File: config.mk
export PLATFORM = sky130hd
export DESIGN_NAME = bmp_stream_writer
export DESIGN_NICKNAME = d
export VERILOG_FILES = /design/src/rtl/bmp_stream_writer.sv
export SDC_FILE = /design/constraint.sdc
export NUM_CORES = 1
export LEC_CHECK = 0
export ABC_AREA = 1
export BUFFER_PORTS_ARGS = -buffer_cell sky130_fd_sc_hd__buf_2
export CAP_MARGIN = 20
export CORE_MARGIN = 2
export CORE_UTILIZATION = 35
export DETAILED_ROUTE_END_ITERATION = 8
export PLACE_DENSITY = 0.64
export SYNTH_ARGS = -nofsm -noshare
export SYNTH_HDL_FRONTEND = slang
export SYNTH_SLANG_ARGS = --single-unit
File: constraint.sdc
create_clock -name clock -period 4.4 [get_ports clock]
set_input_delay 0.66 -clock clock [delete_from_list [all_inputs] [get_ports clock]]
set_output_delay 0.66 -clock clock [all_outputs]
set_load 0.01 [all_outputs]
File: src/rtl/bmp_stream_writer.sv
// bmp_stream_writer: drains 8-bit grayscale pixels from a FWFT FIFO and
// writes a 24-bit BMP byte stream (header, B/G/R triplets, row padding)
// into a byte FIFO, frame after frame with no gaps.
// Build option: define BMP_HEADER_GEN_EN to prepend the 54-byte BMP header
// to every frame; when undefined, frames consist of pixel and pad bytes only.
module bmp_stream_writer #(
    parameter int WIDTH  = 720,
    parameter int HEIGHT = 540
) (
    input  logic       clock,
    input  logic       reset,
    input  logic       in_empty,
    input  logic [7:0] in_dout,
    output logic       in_rd_en,
    input  logic       out_full,
    output logic       out_wr_en,
    output logic [7:0] out_din,
    output logic       frame_done
);

    // Geometry, computed in 32-bit arithmetic
    localparam int unsigned CW     = $clog2(WIDTH) + 1;
    localparam int unsigned RW     = $clog2(HEIGHT) + 1;
    localparam logic [31:0] W32    = 32'(WIDTH);
    localparam logic [31:0] H32    = 32'(HEIGHT);
    localparam logic [31:0] STRIDE = (32'd3 * W32 + 32'd3) & ~32'd3;
    localparam logic [31:0] IMG    = STRIDE * H32;
    localparam logic [31:0] PAD    = STRIDE - 32'd3 * W32;

    localparam logic [1:0]    PAD_LAST = PAD[1:0] - 2'd1;
    localparam logic [CW-1:0] COL_LAST = CW'(WIDTH - 1);
    localparam logic [RW-1:0] ROW_LAST = RW'(HEIGHT - 1);

`ifdef BMP_HEADER_GEN_EN
    localparam logic [31:0] FSIZE = 32'd54 + IMG;

    // Header image, byte 0 in the least significant byte; multi-byte fields
    // are therefore little-endian by construction.
    localparam logic [431:0] HDR_BYTES = {
        128'd0,          // bytes 38..53: resolution / palette fields
        IMG,             // bytes 34..37: image size
        32'd0,           // bytes 30..33: compression
        16'd24,          // bytes 28..29: bits per pixel
        16'd1,           // bytes 26..27: planes
        H32,             // bytes 22..25: height
        W32,             // bytes 18..21: width
        32'd40,          // bytes 14..17: info header size
        32'd54,          // bytes 10..13: pixel data offset
        32'd0,           // bytes  6..9 : reserved
        FSIZE,           // bytes  2..5 : file size
        8'h4D, 8'h42     // bytes  0..1 : "BM"
    };

    typedef enum logic [1:0] {
        S_HDR,
        S_PIX,
        S_PAD
    } state_t;

    localparam state_t FRAME_START = S_HDR;
`else
    typedef enum logic [1:0] {
        S_PIX,
        S_PAD
    } state_t;

    localparam state_t FRAME_START = S_PIX;
`endif

    state_t        state_q, state_d;
    logic [1:0]    phase_q, phase_d;
    logic [CW-1:0] col_q,   col_d;
    logic [RW-1:0] row_q,   row_d;
    logic [1:0]    pad_q,   pad_d;
    logic          frame_done_q, frame_done_d;
    logic          row_end;
`ifdef BMP_HEADER_GEN_EN
    logic [5:0]    hdr_idx_q, hdr_idx_d;
`endif

    // State and counter registers; reset abandons any partial frame
    always_ff @(posedge clock or posedge reset) begin
        if (reset) begin
            state_q      <= FRAME_START;
            phase_q      <= '0;
            col_q        <= '0;
            row_q        <= '0;
            pad_q        <= '0;
            frame_done_q <= 1'b0;
`ifdef BMP_HEADER_GEN_EN
            hdr_idx_q    <= '0;
`endif
        end else begin
            state_q      <= state_d;
            phase_q      <= phase_d;
            col_q        <= col_d;
            row_q        <= row_d;
            pad_q        <= pad_d;
            frame_done_q <= frame_done_d;
`ifdef BMP_HEADER_GEN_EN
            hdr_idx_q    <= hdr_idx_d;
`endif
        end
    end

    // Next-state and FIFO strobes; every transition is qualified by the write
    // actually happening, so stalls freeze the whole machine in place.
    always_comb begin
        state_d      = state_q;
        phase_d      = phase_q;
        col_d        = col_q;
        row_d        = row_q;
        pad_d        = pad_q;
        frame_done_d = 1'b0;
        row_end      = 1'b0;
        in_rd_en     = 1'b0;
        out_wr_en    = 1'b0;
        out_din      = '0;
`ifdef BMP_HEADER_GEN_EN
        hdr_idx_d    = hdr_idx_q;
`endif

        if (!reset) begin
            case (state_q)
`ifdef BMP_HEADER_GEN_EN
                S_HDR: begin
                    out_din = HDR_BYTES[{hdr_idx_q, 3'b000} +: 8];
                    if (!out_full) begin
                        out_wr_en = 1'b1;
                        if (hdr_idx_q == 6'd53) begin
                            hdr_idx_d = '0;
                            state_d   = S_PIX;
                        end else begin
                            hdr_idx_d = hdr_idx_q + 6'd1;
                        end
                    end
                end
`endif
                S_PIX: begin
                    // FIFO head is only looked at while it is valid
                    if (!in_empty) begin
                        out_din = in_dout;
                        if (!out_full) begin
                            out_wr_en = 1'b1;
                            if (phase_q == 2'd2) begin
                                in_rd_en = 1'b1;
                                phase_d  = '0;
                                if (col_q == COL_LAST) begin
                                    col_d = '0;
                                    if (PAD != 32'd0) begin
                                        state_d = S_PAD;
                                    end else begin
                                        row_end = 1'b1;
                                    end
                                end else begin
                                    col_d = col_q + CW'(1);
                                end
                            end else begin
                                phase_d = phase_q + 2'd1;
                            end
                        end
                    end
                end
                S_PAD: begin
                    if (!out_full) begin
                        out_wr_en = 1'b1;
                        if (pad_q == PAD_LAST) begin
                            pad_d   = '0;
                            row_end = 1'b1;
                        end else begin
                            pad_d = pad_q + 2'd1;
                        end
                    end
                end
                default: begin
                    state_d = FRAME_START;
                end
            endcase

            // Row end is folded into the cycle of the row's last byte so
            // consecutive rows and frames stream without a bubble.
            if (row_end) begin
                if (row_q == ROW_LAST) begin
                    row_d        = '0;
                    frame_done_d = 1'b1;
                    state_d      = FRAME_START;
                end else begin
                    row_d   = row_q + RW'(1);
                    state_d = S_PIX;
                end
            end
        end
    end

    assign frame_done = frame_done_q;

endmodule
==> results of run 1 <==
[critical path: stages]
cell and delay [ns]:
sky130_fd_sc_hd__buf_2 0.16, sky130_fd_sc_hd__inv_6 0.22, sky130_fd_sc_hd__nand2_4 0.10, sky130_fd_sc_hd__nor2_8 0.24
sky130_fd_sc_hd__buf_2 0.19
[flip-flops by register name (all words and copies together) (netlist names)]
register,flops
phase_q,2
frame_done,1
col_q,11
row_q,11
[final cells by class]
class,instances,share of cell area [%]
inverter,33,7.64
multi-input combinational,151,43.0
clock inverter,1,0.436
tap,52,3.78
clock buffer,3,2.40
sequential,25,36.4
timing repair buffer,22,6.40
[through the flow]
step / power [mW] / instances / hold WS, ns / cell area (um^2)
4_1_cts: 0.573 / 287 / 0.393 / 1720
2_1_floorplan: 0.392 / 214 / 0.474 / 1540
6_report: 0.566 / 287 / 0.390 / 1720
5_1_grt: 0.609 / 287 / 0.397 / 1720
3_3_place_gp: 0.424 / 283 / 0.506 / 1670
3_5_place_dp: 0.429 / 283 / 0.510 / 1670
[cells in the mapped netlist, drive strengths merged]
library cell and n:
nand2 54, nor2 38, inv 33, dfrtp 25, nand3 21, nor3 8
o21ai 8, nand4 7, a21oi 6, buf 5, o21bai 3, xor2 3
ha 2, nor3b 1
[cells by family after synthesis]
group           after synthesis  share of synthesized area, %
compound gates               17                          6.03
xor+xnor                      3                          1.71
fa+ha+maj                     2                          1.63
buf+inv                      38                          11.2
flops                        25                          40.7
simple gates                129                          38.8
[layer usage]
layer  wire length (um)  vias up  global-route usage, %
li1                   -      719                      -
met1               1450      592                   18.0
met2               1280       34                   19.8
met3                146        5                   1.59
met4                 54        0                   5.13
met5                  0        -                      0
[where the power goes]
part	switching, mW	total (mW)	internal [mW]	leakage (nW)
clock	0.0766	0.141	0.0642	0.0217
combinational	0.0819	0.125	0.0433	0.605
sequential	0.0355	0.300	0.264	0.298
total	0.194	0.566	0.372	0.925
[worst max-delay path by stage]
stage / endpoint / slack (ns) / cells after the start
2_1_floorplan: in_rd_en / 2.38 / 5
3_3_place_gp: in_rd_en / 2.14 / 5
3_5_place_dp: in_rd_en / 2.12 / 5
4_1_cts: in_rd_en / 2.12 / 5
5_1_grt: in_rd_en / 2.06 / 5
6_report: in_rd_en / 2.15 / 5
[layout by cell type, fill, tap and decap left out, drive strengths merged]
| master | count |
|---|---|
| xor2 | 3 |
| nor2 | 38 |
| nor3b | 1 |
| clkinvlp | 1 |
| ha | 2 |
| nor3 | 8 |
| nand2 | 54 |
| dfrtp | 25 |
| a21oi | 6 |
| o21ai | 8 |
| clkbuf | 3 |
| buf | 22 |
| o21bai | 3 |
| inv | 33 |
| nand4 | 7 |
| nand3 | 21 |
==> impl_metrics.toml, run 1 <==
[yosys]
syn_nets = 228
yosys.area.top_type = "sky130_fd_sc_hd__dfrtp_1"
ys_warn_count = 0
ys_types = 24
synth_top_area_share_pct = 40.7
yosysSeqAreaShare_pct = 40.7
synth-seq-cells = 25
synth.top_cells.by_area = "sky130_fd_sc_hd__dfrtp_1 41%, sky130_fd_sc_hd__nand2_1 13%, sky130_fd_sc_hd__nor2_1 8.6%"
syn_area_per_cell_um2 = 7.18
synthesis.instances = 214
post_synth_instance_area_um2 = 1540

[global_routing]
grt_first_pass_wirelength_um = 5180
antenna_found_initial = 0
grt-ovfl-total = 0
first_global_vias = 1136
grt_start_max_net_pins = 27
global_route.usage.total_pct = 12.8

[clock_tree]
cts_tree = "built"
cts_repair_resizes = 0
clock-sinks = 25
cts_hold_buf = 0
clockBufferDepth = 2
insertion_delay_ns = 0.27
cts.root.buffer_cell = "sky130_fd_sc_hd__clkbuf_8"
post-cts-setup-buffer-count = 0
h_tree_levels = 1
clk_pin_slew_ns = 0.09
cts_buffers = 3

[sta]
timing.setup.tns_ns = 0
layout_setup_ws_ns = 2.15
max_clock_freq_mhz = 444
timing.final.max_slew_violations = 0
rsz0062_at_grt = "false"
setup_viol = 0
final.setup_skew_ns = 0.00546
relSlewSlack_pct = 77.0
timing_worst_slew_pin_value_ns = 0.343
final_period_minus_worst_setup_slack_ns = 2.25
final_min_period_over_clock_period_pct = 51.2
number_of_failing_hold_endpoints_at_the_final_stage = 0

[final_layout]
fin_nets = 250
synthToLayoutAreaGrowth_pct = 12.0
num_antenna_cells = 0
ff_latch_area_um2 = 626
fin_util_pct = 40.1
drive_gt1_share_pct = 15.3
multi_input_area_um2 = 739
fill_cells = 463

[worst_setup_path]
startpoint = "reset"
r2r.worst_path.cells = 8
crit-reg2reg-launch = "col_q[1]"
rr_endpoint = "row_q[4]"
crit_arrival_ns = 1.59
rrSetupSlack_ns = 2.63
critPathRequiredTime_ns = 3.74
startpoint_type = "primary input"
maximum_net_fanout_on_the_critical_path = 26
critical_path_class = "primary input to output pin"
end_kind = "output pin"

[place]
placement.io_buffers = 22
post_place_worst_slack_ns = 2.12
gp_routability_congestion = 0.791
dpl.hpwl_um = 2230

[run_status]
run_status = "finished, final reports clean"

[die]
start_util_pct = 35.8
floorplan.io_pins = 23
rows = 24
dieHeight_um = 70.3
floorplan.core_area_um2 = 4290
die-width_um = 70.3
design.die.area_um2 = 4940

[detailed_routing]
wl_per_cell_um = 10.2
routed_vias_inst = 4.70
detail_route_antenna_nets = 0
drcViolationCount = 0
drt_iter0_markers = 73
num_vias = 1350
drt_pre_antenna_iters = 4
routed_wirelength_um = 2930

[run]
cap_viol_max_count = 0

[pwr]
max_vdd_drop_mv = 0.110
power_per_cell_area_nw_per_um2 = 329
p_leak_nw = 0.925

[hold_path]
min-delay-path-class = "primary input to async pin"
Note: power is estimated with default switching activity, not from simulation.
==> inputs of run 2 (changes only) <==
--- a/config.mk
+++ b/config.mk
@@ -11,7 +11,7 @@
 export CORE_MARGIN = 2
 export CORE_UTILIZATION = 35
 export DETAILED_ROUTE_END_ITERATION = 8
-export PLACE_DENSITY = 0.64
+export PLACE_DENSITY = 0.66
 export SYNTH_ARGS = -nofsm -noshare
 export SYNTH_HDL_FRONTEND = slang
 export SYNTH_SLANG_ARGS = --single-unit
==> constraint.sdc (replaced) <==
create_clock -name clock -period 2 [get_ports clock]
set_input_delay 0.3 -clock clock [delete_from_list [all_inputs] [get_ports clock]]
set_output_delay 0.3 -clock clock [all_outputs]
set_load 0.01 [all_outputs]
==> impl_metrics.toml, run 2 (synthesis gave the netlist of run 1 again) <==
[run_status]
run_status = "finished, final reports clean"

[place]
dpl.hpwl_um = 2200
gp_routability_congestion = 0.880
placement.io_buffers = 22

[final_layout]
multi_input_area_um2 = 739
num_antenna_cells = 0
largest_registers = "col_q (11), row_q (11), phase_q (2)"
synthToLayoutAreaGrowth_pct = 13.3
fill_cells = 444
final_common_cell = "sky130_fd_sc_hd__nand2_1"
layout.cells.most_common_list = "53 x sky130_fd_sc_hd__nand2_1, 35 x sky130_fd_sc_hd__nor2_1, 30 x sky130_fd_sc_hd__inv_1, 25 x sky130_fd_sc_hd__dfrtp_1, 22 x sky130_fd_sc_hd__buf_2"
ff_latch_area_um2 = 626
drive_gt1_share_pct = 16.4
fin_nets = 253

[clock_tree]
clock-sinks = 25
clk_pin_slew_ns = 0.09
cts_repair_resizes = 0
post-cts-setup-buffer-count = 0
cts_buffers = 3
insertion_delay_ns = 0.27
cts_hold_buf = 0
h_tree_levels = 1
cts_tree = "built"
clockBufferDepth = 2
cts.root.buffer_cell = "sky130_fd_sc_hd__clkbuf_8"

[detailed_routing]
routed_wirelength_um = 2910
num_vias = 1342
wl_per_cell_um = 10.0
detail_route_antenna_nets = 0
drcViolationCount = 0
drt_pre_antenna_iters = 4
drt_iter0_markers = 67
routed_vias_inst = 4.63

[worst_setup_path]
maximum_net_fanout_on_the_critical_path = 16
critical_path_class = "flip-flop to output pin"
crit_path_top_delay_cell = "sky130_fd_sc_hd__dfrtp_1"
end_kind = "output pin"
path_buf_inv = 3
startpoint_type = "flip-flop"
slowest_delay_ns = 0.39
critical-path-top-delay-family = "buffers and inverters"
crit_arrival_ns = 1.38
critPathRequiredTime_ns = 1.70
timing.critical_path.cells = "inv_1 > nand2_1 > nor2_8 > buf_4 > buf_2"
worst-path-stages = 5
r2r.worst_path.cells = 8

[die]
rows = 24
die-width_um = 70.3
design.die.area_um2 = 4940
start_util_pct = 35.8
floorplan.core_area_um2 = 4290
floorplan.io_pins = 23
dieHeight_um = 70.3

[sta]
worst_case_hold_slack_ns = 0.174
timing.final.max_slew_violations = 0
relSlewSlack_pct = 78.5
max_clock_freq_mhz = 594
rsz0062_at_grt = "false"
final_min_period_over_clock_period_pct = 84.2
setup_viol = 0
final_period_minus_worst_setup_slack_ns = 1.68
timing.setup.tns_ns = 0
final.setup_skew_ns = 0.00418
number_of_failing_hold_endpoints_at_the_final_stage = 0
timing_worst_slew_pin_value_ns = 0.320

[global_routing]
grt-ovfl-total = 0
first_global_vias = 1222
grt_first_pass_wirelength_um = 5130
antenna_found_initial = 0
grt_start_max_net_pins = 26
global_route.usage.total_pct = 12.6

[pwr]
p_leak_nw = 0.944
power_per_cell_area_nw_per_um2 = 708
max_vdd_drop_mv = 0.239

[run]
cap_viol_max_count = 0

[hold_path]
min-delay-path-class = "primary input to async pin"
run 2: cell count changes in the layout (fill, tap and decap cells not counted):
| cell | change |
|---|---|
| sky130_fd_sc_hd__buf_4 | +3 |
| sky130_fd_sc_hd__clkinvlp_4 | -1 |
| sky130_fd_sc_hd__clkinv_2 | +1 |
run 2: layout make-up:
class	count	share of cell area [%]
clock buffer	3	2.37
timing repair buffer	25	7.62
tap	52	3.74
sequential	25	35.9
clock inverter	1	0.288
multi-input combinational	151	42.5
inverter	33	7.55
run 2: worst paths after layout:
path / startpoint / end / slack (ns)
hold reg to reg: col_q[7] / col_q[7] / 0.52
min in group clock: out_full / col_q[1] / 0.50
max in group asynchronous: reset / row_q[7] / 1.58
setup reg to reg: col_q[1] / row_q[3] / 0.33
setup / recovery: phase_q[0] / in_rd_en / 0.32
hold / removal: reset / col_q[8] / 0.17
run 2: tightest hold or removal path, stage by stage:
cell	delay, ns
sky130_fd_sc_hd__buf_2	0.17
sky130_fd_sc_hd__inv_6	0.07
sky130_fd_sc_hd__buf_4	0.30
run 2: report_power, final:
part	internal (mW)	leakage, nW	switching [mW]
Clock	0.139	0.0255	0.158
Combinational	0.0961	0.621	0.182
Sequential	0.582	0.298	0.0762
Total	0.817	0.944	0.416
run 2: metal layers:
metal  GRT usage, %  routed length (um)  vias up
li1               -                   -      718
met1           17.2                1450      586
met2           19.8                1280       36
met3           1.88                 144        2
met4           5.13                  34        0
met5              0                   0        -
run 2: per-stage QoR:
step	power, mW	setup WS [ns]	util (%)	cell area (um^2)	instances
3_5_place_dp	0.945	0.341	39.5	1690	286
2_1_floorplan	0.863	0.596	-	1540	214
4_1_cts	1.25	0.285	40.5	1740	290
3_3_place_gp	0.939	0.411	39.5	1690	286
5_1_grt	1.32	0.150	40.5	1740	290
6_report	1.23	0.315	40.5	1740	290
